<file path="src/rtl/wb_memtest.sv">
`default_nettype none
// ============================================================================
//  Module   : wb_memtest
//  Purpose  : Pipelined Wishbone memory-test master. It writes a pattern
//             over [0, i_last_addr], reads the range back, and reports
//             pass/fail, mismatch count, first failing word and run time.
//             Up to 2^LGOUT requests may be outstanding at once.
//  Ports    : i_clk, i_reset               clock, synchronous active-high reset
//             i_start, i_mode, i_seed,
//             i_last_addr                  test control, sampled on start
//             o_wb_* / i_wb_*              pipelined Wishbone master port
//             o_busy, o_done, o_pass       run status
//             o_bus_err, o_err_count,
//             o_err_addr/exp/got           error reporting
//             o_cycles                     clocks spent busy (saturating)
//  Revision : 1.0  initial release
// ============================================================================
module wb_memtest #(
    parameter int AW    = 19,
    parameter int DW    = 32,
    parameter int LGOUT = 3
) (
    input  logic            i_clk,
    input  logic            i_reset,
    input  logic            i_start,
    input  logic [1:0]      i_mode,
    input  logic [31:0]     i_seed,
    input  logic [AW-1:0]   i_last_addr,
    output logic            o_wb_cyc,
    output logic            o_wb_stb,
    output logic            o_wb_we,
    output logic [AW-1:0]   o_wb_addr,
    output logic [DW-1:0]   o_wb_data,
    output logic [DW/8-1:0] o_wb_sel,
    input  logic            i_wb_stall,
    input  logic            i_wb_ack,
    input  logic            i_wb_err,
    input  logic [DW-1:0]   i_wb_data,
    output logic            o_busy,
    output logic            o_done,
    output logic            o_pass,
    output logic            o_bus_err,
    output logic [15:0]     o_err_count,
    output logic [AW-1:0]   o_err_addr,
    output logic [DW-1:0]   o_err_exp,
    output logic [DW-1:0]   o_err_got,
    output logic [31:0]     o_cycles
);

    localparam logic [2:0] c_IDLE   = 3'd0;
    localparam logic [2:0] c_WRITE  = 3'd1;
    localparam logic [2:0] c_WDRAIN = 3'd2;
    localparam logic [2:0] c_GAP    = 3'd3;
    localparam logic [2:0] c_READ   = 3'd4;
    localparam logic [2:0] c_RDRAIN = 3'd5;
    localparam logic [2:0] c_DONE   = 3'd6;

    localparam logic [LGOUT:0] c_MAXOUT  = {1'b1, {LGOUT{1'b0}}};
    localparam logic [LGOUT:0] c_OUT_ONE = {{LGOUT{1'b0}}, 1'b1};
    localparam logic [AW-1:0]  c_ADDR_ONE = {{(AW-1){1'b0}}, 1'b1};
    // Galois taps for x^32+x^22+x^2+x+1, right-shifting form.
    localparam logic [31:0]    c_TAPS = 32'h8020_0003;

    function automatic logic [31:0] f_lfsr_step(input logic [31:0] s);
        return s[0] ? ((s >> 1) ^ c_TAPS) : (s >> 1);
    endfunction

    function automatic logic [DW-1:0] f_pattern(input logic [1:0]    m,
                                                input logic [AW-1:0] a,
                                                input logic [31:0]   l);
        logic [DW+AW-1:0] ext;
        ext = {{DW{1'b0}}, a};  // zero-extend or truncate the address to DW
        case (m)
            2'd0:    return ext[DW-1:0];
            2'd1:    return ~ext[DW-1:0];
            2'd2:    return l[DW-1:0];
            default: return a[0] ? {(DW/8){8'hAA}} : {(DW/8){8'h55}};
        endcase
    endfunction

    logic [2:0]      r_state, w_next;
    logic [1:0]      r_mode;
    logic [31:0]     r_seed;
    logic [AW-1:0]   r_last;
    logic [AW-1:0]   r_iss_addr, r_chk_addr;
    logic [31:0]     r_iss_lfsr, r_chk_lfsr;
    logic [LGOUT:0]  r_out;
    logic [15:0]     r_err_count;
    logic [AW-1:0]   r_err_addr;
    logic [DW-1:0]   r_err_exp, r_err_got;
    logic            r_bus_err;
    logic [31:0]     r_cycles;

    logic            w_cyc, w_stb, w_we, w_busy, w_done, w_issuing;
    logic            w_ack, w_err, w_can_issue, w_accept, w_last_iss;
    logic            w_start_ok, w_chk_ack, w_mismatch;
    logic [31:0]     w_seed_eff;
    logic [DW-1:0]   w_exp;

    assign w_ack      = i_wb_ack && w_cyc;
    assign w_err      = i_wb_err && w_cyc;
    // A full pipeline may still issue when one slot frees up this cycle.
    assign w_can_issue = !r_out[LGOUT] || ((r_out == c_MAXOUT) && w_ack);
    assign w_accept   = w_stb && !i_wb_stall;
    assign w_last_iss = (r_iss_addr == r_last);
    assign w_start_ok = i_start && ((r_state == c_IDLE) || (r_state == c_DONE));
    assign w_seed_eff = (i_seed == 32'd0) ? 32'd1 : i_seed;
    assign w_chk_ack  = w_ack && !w_err && ((r_state == c_READ) || (r_state == c_RDRAIN));
    assign w_exp      = f_pattern(r_mode, r_chk_addr, r_chk_lfsr);
    assign w_mismatch = (i_wb_data != w_exp);

    // State register
    always_ff @(posedge i_clk) begin
        if (i_reset)
            r_state <= c_IDLE;
        else
            r_state <= w_next;
    end

    // Next-state logic
    always_comb begin
        w_next = r_state;
        case (r_state)
            c_IDLE, c_DONE: if (i_start) w_next = c_WRITE;
            c_WRITE:  if (w_err) w_next = c_DONE;
                      else if (w_accept && w_last_iss) w_next = c_WDRAIN;
            c_WDRAIN: if (w_err) w_next = c_DONE;
                      else if (r_out == '0) w_next = c_GAP;
            c_GAP:    w_next = c_READ;
            c_READ:   if (w_err) w_next = c_DONE;
                      else if (w_accept && w_last_iss) w_next = c_RDRAIN;
            c_RDRAIN: if (w_err) w_next = c_DONE;
                      else if (r_out == '0) w_next = c_DONE;
            default:  w_next = c_IDLE;
        endcase
    end

    // State-decoded outputs
    always_comb begin
        w_issuing = (r_state == c_WRITE) || (r_state == c_READ);
        w_cyc     = w_issuing || (r_state == c_WDRAIN) || (r_state == c_RDRAIN);
        w_we      = (r_state == c_WRITE) || (r_state == c_WDRAIN);
        w_busy    = w_cyc || (r_state == c_GAP);
        w_done    = (r_state == c_DONE);
        w_stb     = w_issuing && w_can_issue;
    end

    // Datapath: generators, outstanding counter, error capture, timer
    always_ff @(posedge i_clk) begin
        if (i_reset) begin
            r_mode      <= 2'd0;
            r_seed      <= 32'd0;
            r_last      <= '0;
            r_iss_addr  <= '0;
            r_iss_lfsr  <= 32'd0;
            r_chk_addr  <= '0;
            r_chk_lfsr  <= 32'd0;
            r_out       <= '0;
            r_err_count <= 16'd0;
            r_err_addr  <= '0;
            r_err_exp   <= '0;
            r_err_got   <= '0;
            r_bus_err   <= 1'b0;
            r_cycles    <= 32'd0;
        end else if (w_start_ok) begin
            r_mode      <= i_mode;
            r_seed      <= w_seed_eff;
            r_last      <= i_last_addr;
            r_iss_addr  <= '0;
            r_iss_lfsr  <= w_seed_eff;
            r_chk_addr  <= '0;
            r_chk_lfsr  <= w_seed_eff;
            r_out       <= '0;
            r_err_count <= 16'd0;
            r_err_addr  <= '0;
            r_err_exp   <= '0;
            r_err_got   <= '0;
            r_bus_err   <= 1'b0;
            r_cycles    <= 32'd0;
        end else begin
            if (w_busy && (r_cycles != 32'hFFFF_FFFF))
                r_cycles <= r_cycles + 32'd1;

            if (w_accept && !w_ack)
                r_out <= r_out + c_OUT_ONE;
            else if (!w_accept && w_ack)
                r_out <= r_out - c_OUT_ONE;

            // The issue address parks on the last word rather than wrapping.
            if (w_accept && !w_last_iss) begin
                r_iss_addr <= r_iss_addr + c_ADDR_ONE;
                r_iss_lfsr <= f_lfsr_step(r_iss_lfsr);
            end

            // Reload on entry to GAP so READ starts from word 0.
            if ((r_state == c_WDRAIN) && (w_next == c_GAP)) begin
                r_iss_addr <= '0;
                r_iss_lfsr <= r_seed;
            end

            if (w_chk_ack) begin
                if (r_chk_addr != r_last) begin
                    r_chk_addr <= r_chk_addr + c_ADDR_ONE;
                    r_chk_lfsr <= f_lfsr_step(r_chk_lfsr);
                end
                if (w_mismatch) begin
                    if (r_err_count == 16'd0) begin
                        r_err_addr <= r_chk_addr;
                        r_err_exp  <= w_exp;
                        r_err_got  <= i_wb_data;
                    end
                    if (r_err_count != 16'hFFFF)
                        r_err_count <= r_err_count + 16'd1;
                end
            end

            if (w_err)
                r_bus_err <= 1'b1;
        end
    end

    assign o_wb_cyc    = w_cyc;
    assign o_wb_stb    = w_stb;
    assign o_wb_we     = w_we;
    assign o_wb_addr   = r_iss_addr;
    assign o_wb_data   = f_pattern(r_mode, r_iss_addr, r_iss_lfsr);
    assign o_wb_sel    = '1;
    assign o_busy      = w_busy;
    assign o_done      = w_done;
    assign o_pass      = w_done && (r_err_count == 16'd0) && !r_bus_err;
    assign o_bus_err   = r_bus_err;
    assign o_err_count = r_err_count;
    assign o_err_addr  = r_err_addr;
    assign o_err_exp   = r_err_exp;
    assign o_err_got   = r_err_got;
    assign o_cycles    = r_cycles;

endmodule
`default_nettype wire

</file>
<file path="config.mk">
export PLATFORM = sky130hd
export DESIGN_NAME = wb_memtest
export DESIGN_NICKNAME = d
export VERILOG_FILES = /design/src/rtl/wb_memtest.sv
export SDC_FILE = /design/constraint.sdc
export NUM_CORES = 1
export LEC_CHECK = 0
export ABC_AREA = 0
export BUFFER_PORTS_ARGS = -buffer_cell sky130_fd_sc_hd__buf_2
export CAP_MARGIN = 15
export CORE_ASPECT_RATIO = 1.75
export CORE_UTILIZATION = 47
export DETAILED_ROUTE_END_ITERATION = 10
export PLACE_DENSITY = 0.7
export SETUP_SLACK_MARGIN = 0.3
export SYNTH_ARGS = -nofsm -noshare
export SYNTH_HDL_FRONTEND = slang
export SYNTH_SLANG_ARGS = --single-unit
</file>
<file path="constraint.sdc">
create_clock -name i_clk -period 3.26 [get_ports i_clk]
set_input_delay 0.163 -clock i_clk [delete_from_list [all_inputs] [get_ports i_clk]]
set_output_delay 0.163 -clock i_clk [all_outputs]
set_load 0.01 [all_outputs]
</file>
Yosys cells after proc, flatten, opt, wreduce, memory -nomap -nowiden

Cells that the tools add are included.

Flip-flop bits (word level): 294
Bits of input ports: 91
Output and inout port bits: 193
Word-level logic and storage cells: 112

Add/sub/neg operators: 6
Equality and inequality tests: 15
Mux-type cells: 25
Bitwise operators: 4
Reductions and logical operators: 47

Operators with widths:

| operator                                                        | number |
|---|---|
| 32-bit 2-to-1 mux                                               | 11 |
| 32-bit case mux with 3 select lines                             | 2 |
| 19-bit NOT with 32-bit output                                   | 2 |
| 19-bit by 1-bit adder with 19-bit output, second input constant | 2 |
| 32-bit by 1-bit adder with 32-bit output, second input constant | 1 |
| 32-bit logical NOT                                              | 1 |
| 32-bit != test                                                  | 1 |
| 32-bit != test, second input constant                           | 1 |
| 3-bit 2-to-1 mux                                                | 9 |
| 19-bit == test                                                  | 1 |
| 19-bit != test                                                  | 1 |
| 3-bit case mux with 6 select lines                              | 1 |
| 16-bit by 1-bit adder with 16-bit output, second input constant | 1 |
| 1-bit logical AND                                               | 16 |
| 16-bit logical NOT                                              | 1 |
| 16-bit != test, second input constant                           | 1 |
| 3-bit by 2-bit == test with 1-bit output, second input constant | 3 |
| 3-bit == test, second input constant                            | 3 |
| 1-bit logical OR                                                | 8 |
| 4-bit 2-to-1 mux                                                | 2 |
| 3-bit NOT with 4-bit output                                     | 2 |
| 1-bit logical NOT                                               | 7 |
| 3-bit AND reduction                                             | 2 |
| 2-bit nonzero test                                              | 3 |
| other kinds (13)                                                | 15 |

Logic depth before layout (Yosys ltp)

Depth after elaboration: 17
Depth in mapped cells: 14
Gate-level depth less buffers: 11

Worst setup path before layout

OpenSTA, ideal clock, no wires.

Kind: register to register
Start point: register r_out[0]
End point: register r_out[3]
Library setup time: 0.070 ns
Data arrival time: 2.850 ns
Slack: 0.340 ns
Cell stages (with the launch flop): 12
Path buffers: 0
Cell sequence: dfxtp_1 > or4b_1 > a211oi_1 > and2b_1 > ha_1 > inv_1 > ha_1 > a21o_1 > a21oi_1 > xnor2_1 > or3_1 > a21oi_1

Longest elaborated chain between the ends: 8
Elaborated cells on any way between the ends: 13
Those cells by class: add/sub (2); eq/ne (1); mux (2); reduce/logical (8)

RTL lines:

| item                         | line | source |
|---|---|---|
| from (decl)                  | 87   | `logic [LGOUT:0] r_out;` |
| from (signal assigned)       | 185  | `r_out <= r_out + c_OUT_ONE;` |
| from (signal assigned)       | 187  | `r_out <= r_out - c_OUT_ONE;` |
| 4-bit == test (*)            | 103  | `assign w_can_issue = !r_out[LGOUT] \|\| ((r_out == c_MAXOUT) && w_ack);` |
| 1-bit logical AND (*)        | 103  |  |
| 1-bit logical OR (*)         | 103  |  |
| 1-bit logical AND (*)        | 145  | `w_stb = w_issuing && w_can_issue;` |
| net o_wb_stb                 | 30   | `output logic o_wb_stb,` |
| 1-bit logical AND (*)        | 104  | `assign w_accept = w_stb && !i_wb_stall;` |
| 1-bit logical NOT            | 186  | `else if (!w_accept && w_ack)` |
| 1-bit logical AND            | 186  |  |
| 2-bit nonzero test (no line) | --   |  |

The timed path passes the listed nets; every way through them passes the cells marked *. The select of a mux whose other input is x is not followed.
A chain may end at the register's enable or synchronous reset.

Worst setup path after layout

Start point: register r_mode[0]
End point: register r_err_got[10] (netlist: o_err_got[10])

Longest elaborated chain between the ends: 4
Elaborated cells on any way between the ends: 6
Those cells by class: eq/ne (3); mux (1); reduce/logical (2)

RTL lines:

| item                                    | line | source |
|---|---|---|
| from (decl)                             | 82   | `logic [1:0] r_mode;` |
| from (signal assigned)                  | 166  | `r_mode <= i_mode;` |
| 2-bit == test (tied with other cells)   | 73   | `case (m)` |
| 32-bit case mux with 3 select lines (*) | 73   |  |
| 32-bit != test (*)                      | 110  | `assign w_mismatch = (i_wb_data != w_exp);` |
| 3-bit AND reduction (no line) (*)       | --   |  |
| to (signal assigned)                    | 210  | `r_err_got <= i_wb_data;` |
| to (decl)                               | 90   | `logic [DW-1:0] r_err_exp, r_err_got;` |

Every way passes the cells marked *; elsewhere a longest branch is shown, timed or not.

==> parameters.txt <==
Parameter                              Value

Critical path
  Arrival time at the worst endpoint    3390 ps
  Reg-to-Reg Start    r_mode[0]
  Slack of the worst reg-to-reg path    320 ps
  End of the worst register-to-register path    o_err_got[10]
  Kind of end point of the critical path    flip-flop
  Kind of critical path    flip-flop to flip-flop
  Worst R2R Path Depth    13
  Worst EP required    3700 ps
  CP startpoint    r_mode[0]
  Worst Path Max Fanout    16
  Type of origin of the critical path    flip-flop

Drt
  Total Routed Length    47500 µm
  Count of unresolved DRC violations after routing    0
  Average via count per standard cell    5.71
  Routed via count    14800
  Wire per inst    18.4 µm
  Antenna-violating nets left    0
  Number of iterations in the first detailed-routing pass    7
  Violation count after the first detailed-route iteration    910

Timing
  Final clock skew    29.9 ps
  Pin slew with the least headroom to its limit    767 ps
  Pins Over Slew Limit    0
  Post-route fraction of the period consumed by the critical path    90.3%
  Final Setup Violations    0
  Final worst-path setup slack    316 ps
  Normalized max-slew margin    48.8%
  Aggregate negative setup slack    0 ps
  Final hold viol count    0
  Post-layout minimum cycle time    2940 ps
  FMAX    340 MHz
  Unrepaired setup endpoints after global routing    true

Placed design
  Final RePlAce weighted congestion    0.896
  Number of buffers inserted by port buffering    279
  Post-placement setup slack    139 ps
  DP HPWL    33400 µm

Global routing
  Global-route total usage across every layer    28.0%
  Vias in the first global route    13600
  Wire length of the first global-routing pass    71300 µm
  Largest net degree at the start of global routing    161
  Total gr overflow    0
  Antenna violations before repair    0

Power
  Net Sw Frac    34.3%
  Leakage power total    7.39 nW
  Part of the total power dissipated in combinational logic    29.1%
  P_sw    3.73 mW
  Internal Power    7.13 mW
  Clock share of power    30.9%
  Reg power frac    40.0%
  Pwr per Cell Area    579 nW/µm²
  Maximum VDD drop    0.471 mV

Clock network
  CTS clk-pin slew, worst paths    70 ps
  Clock H-tree levels    1
  Number of buffers on the longest clock path    3
  Cts bufs inserted    28
  Clock Latency Late Sink    570 ps
  TritonCTS clock tree    yes
  Buffer cell driving the clock tree root    clkbuf_16
  Clock sink count    294

Die
  Die boundary width    136 µm
  Starting utilization of the core area    47.9%
  Placeable Area    30800 µm²
  DIE HEIGHT    237 µm
  # rows    85
  Number of top-level pins    284
  Total Die Area    32200 µm²

Layout
  # fillers    2786
  Utilization after layout    60.9%
  Diode count    0
  Synth-to-Final Area Change    27.0%
  Number of nets in the layout    2275
  Layout cell share with drive strength beyond 1    20.7%
  Area used by multi-input combinational logic    8240 µm²
  Register area    5890 µm²

Status
  Status    finished, final reports clean

Logic synthesis
  Syn_area_per_cell    7.98 µm²
  Count of state elements after synthesis    294
  Flip-flop cell with the highest count after synthesis    dfxtp_1
  Fraction of registers with async set or reset after synthesis    0%
  Number of enable-type register cells in the synthesized netlist    0
  Post-Syn Area    14800 µm²
  Synthesized instance count    1853
  Register area share after synthesis    39.8%
  Warnings from Yosys    0
  Count of cell types in the netlist    70

Worst hold path
  Worst Hold Endpoint    r_state[1]
  Startpoint of the lowest-slack hold path    i_start
  Worst hold path cell count    4
  Hold crit path type    primary input to flip-flop

Flow run
  Count of maximum capacitance violations    0
worst max path at each step:
stage	endpoint	slack (ps)	depth (start not counted)
2_1_floorplan	r_out[3]	340	11
3_3_place_gp	r_out[3]	210	11
3_5_place_dp	o_err_addr[18]	140	11
4_1_cts	o_err_addr[9]	310	12
5_1_grt	o_err_addr[10]	260	14
6_report	o_err_got[10]	320	13
layout make-up:
type	instances	share of cell area, %
clock buffer	39	4.17
clock inverter	12	0.833
inverter	16	0.333
multi-input combinational	1386	43.9
sequential	294	31.4
tap	391	2.61
timing repair buffer	449	16.7
kinds of logic (layout without fill, tap and decap cells):
group / count (synthesis) / after routing / share of synthesized area, %
AO/OA/AOI/OAI: 412 / 412 / 17.3
XOR/XNOR: 158 / 158 / 9.36
adder cells (fa/ha/maj): 9 / 9 / 0.812
buffers and inverters: 176 / 516 / 5.26
flip-flops: 294 / 294 / 39.8
multiplexers: 62 / 62 / 4.20
other: 1 / 4 / 0.0254
AND/OR/NAND/NOR: 741 / 741 / 23.2
cell usage after synthesis, types with 7 or more instances:
cell type	n	share of area, %
dfxtp_1	294	40
nand2_1	289	7.3
nor2_1	159	4.0
a21oi_1	131	4.4
nand3_1	125	4.2
clkbuf_1	114	2.9
xnor2_1	112	6.6
o21ai_0	93	3.1
mux2i_1	62	4.2
xor2_1	46	2.7
a211oi_1	32	1.6
o21ai_1	30	1.0
o211ai_1	29	1.5
a311oi_1	27	1.6
or3_1	24	1.0
nand4_1	23	0.97
nor3_1	21	0.71
nor4_1	20	0.85
a21o_1	19	0.96
buf_2	17	0.58
inv_1	15	0.38
o31ai_1	15	0.76
and3_1	13	0.55
or2_2	13	0.55
buf_4	12	0.61
ha_1	8	0.68
buf_1	7	0.18
cells in the final DEF, fill, tap and decap left out, types with 5 or more instances in the layout:
cell / instances
ha_1: 8
clkbuf_16: 31
dlygate4sd3_1: 85
and2_1: 5
nand2_1: 288
o21ai_0: 91
o211ai_1: 29
inv_1: 15
or4_1: 5
a21o_1: 19
nor3_1: 20
clkinv_2: 5
o21ai_1: 32
a21oi_1: 128
nor2_1: 158
buf_4: 63
buf_6: 6
nor2b_1: 5
nand3_1: 123
xor2_1: 46
dfxtp_1: 289
mux2i_1: 59
or2_2: 13
and3_1: 12
o21bai_1: 5
buf_12: 12
nand4_1: 23
o21a_1: 5
xnor2_1: 112
a311oi_1: 27
buf_2: 278
clkbuf_1: 7
a211oi_1: 31
or3_1: 24
and4_1: 5
o31ai_1: 15
nor4_1: 19
power by group through the flow:
stage	Combinational [mW]	Clock [mW]	Sequential (mW)
finish	3.16	3.36	4.35
global route	3.46	3.54	4.38
CTS	3.05	3.41	4.34
detailed placement	2.89	0	4.43
global placement	2.83	0	4.42
floorplan	2.10	0	4.25
registers in the layout (all words and copies together), names as in the netlist:
name	cells
o_err_addr	19
r_seed	32
o_cycles	32
r_last	19
o_bus_err	1
r_iss_lfsr	32
r_out	4
o_err_count	16
r_state	3
r_chk_lfsr	32
r_chk_addr	19
o_wb_addr	19
o_err_got	32
o_err_exp	32
r_mode	2
layer usage:
layer	share of wire (%)	global-route usage, %	vias up
met5	0	0	-
li1	-	-	7091
met1	38	31.7	7038
met3	5.0	2.68	140
met4	4.9	13.7	0
met2	52	51.0	502
critical path, stage by stage (launching register included):
cell and delay, ps:
dfxtp_4 380, buf_8 150, buf_12 150, or2_1 220
a21oi_2 150, nor3_1 70, nand4b_1 200, or4b_4 590
o31ai_4 260, buf_6 140, buf_12 130, buf_4 120
clkbuf_16 140, o21ai_0 110
repair_timing:
item                                    CTS  global route
gates cloned                              0             4
hold buffers                             85             0
hold endpoints to repair                 95             0
endpoints found under the setup margin   79            87
pin swaps                                 3             4
setup buffers                             8            15
gates resized for setup                   9            23
per-stage QoR:
| step | total power, mW | std cells | instance area (µm²) | hold slack, ps |
|---|---|---|---|---|
| after global placement | 7.24 | 2424 | 16600 | 412 |
| after global routing | 11.4 | 2587 | 18800 | 46.5 |
| after CTS | 10.8 | 2568 | 18500 | 2.30 |
| after floorplan | 6.35 | 1856 | 14800 | 296 |
| final | 10.9 | 2587 | 18800 | 10.8 |
| after detailed placement | 7.31 | 2424 | 16600 | 411 |
Power figures use the tool's default switching activity.
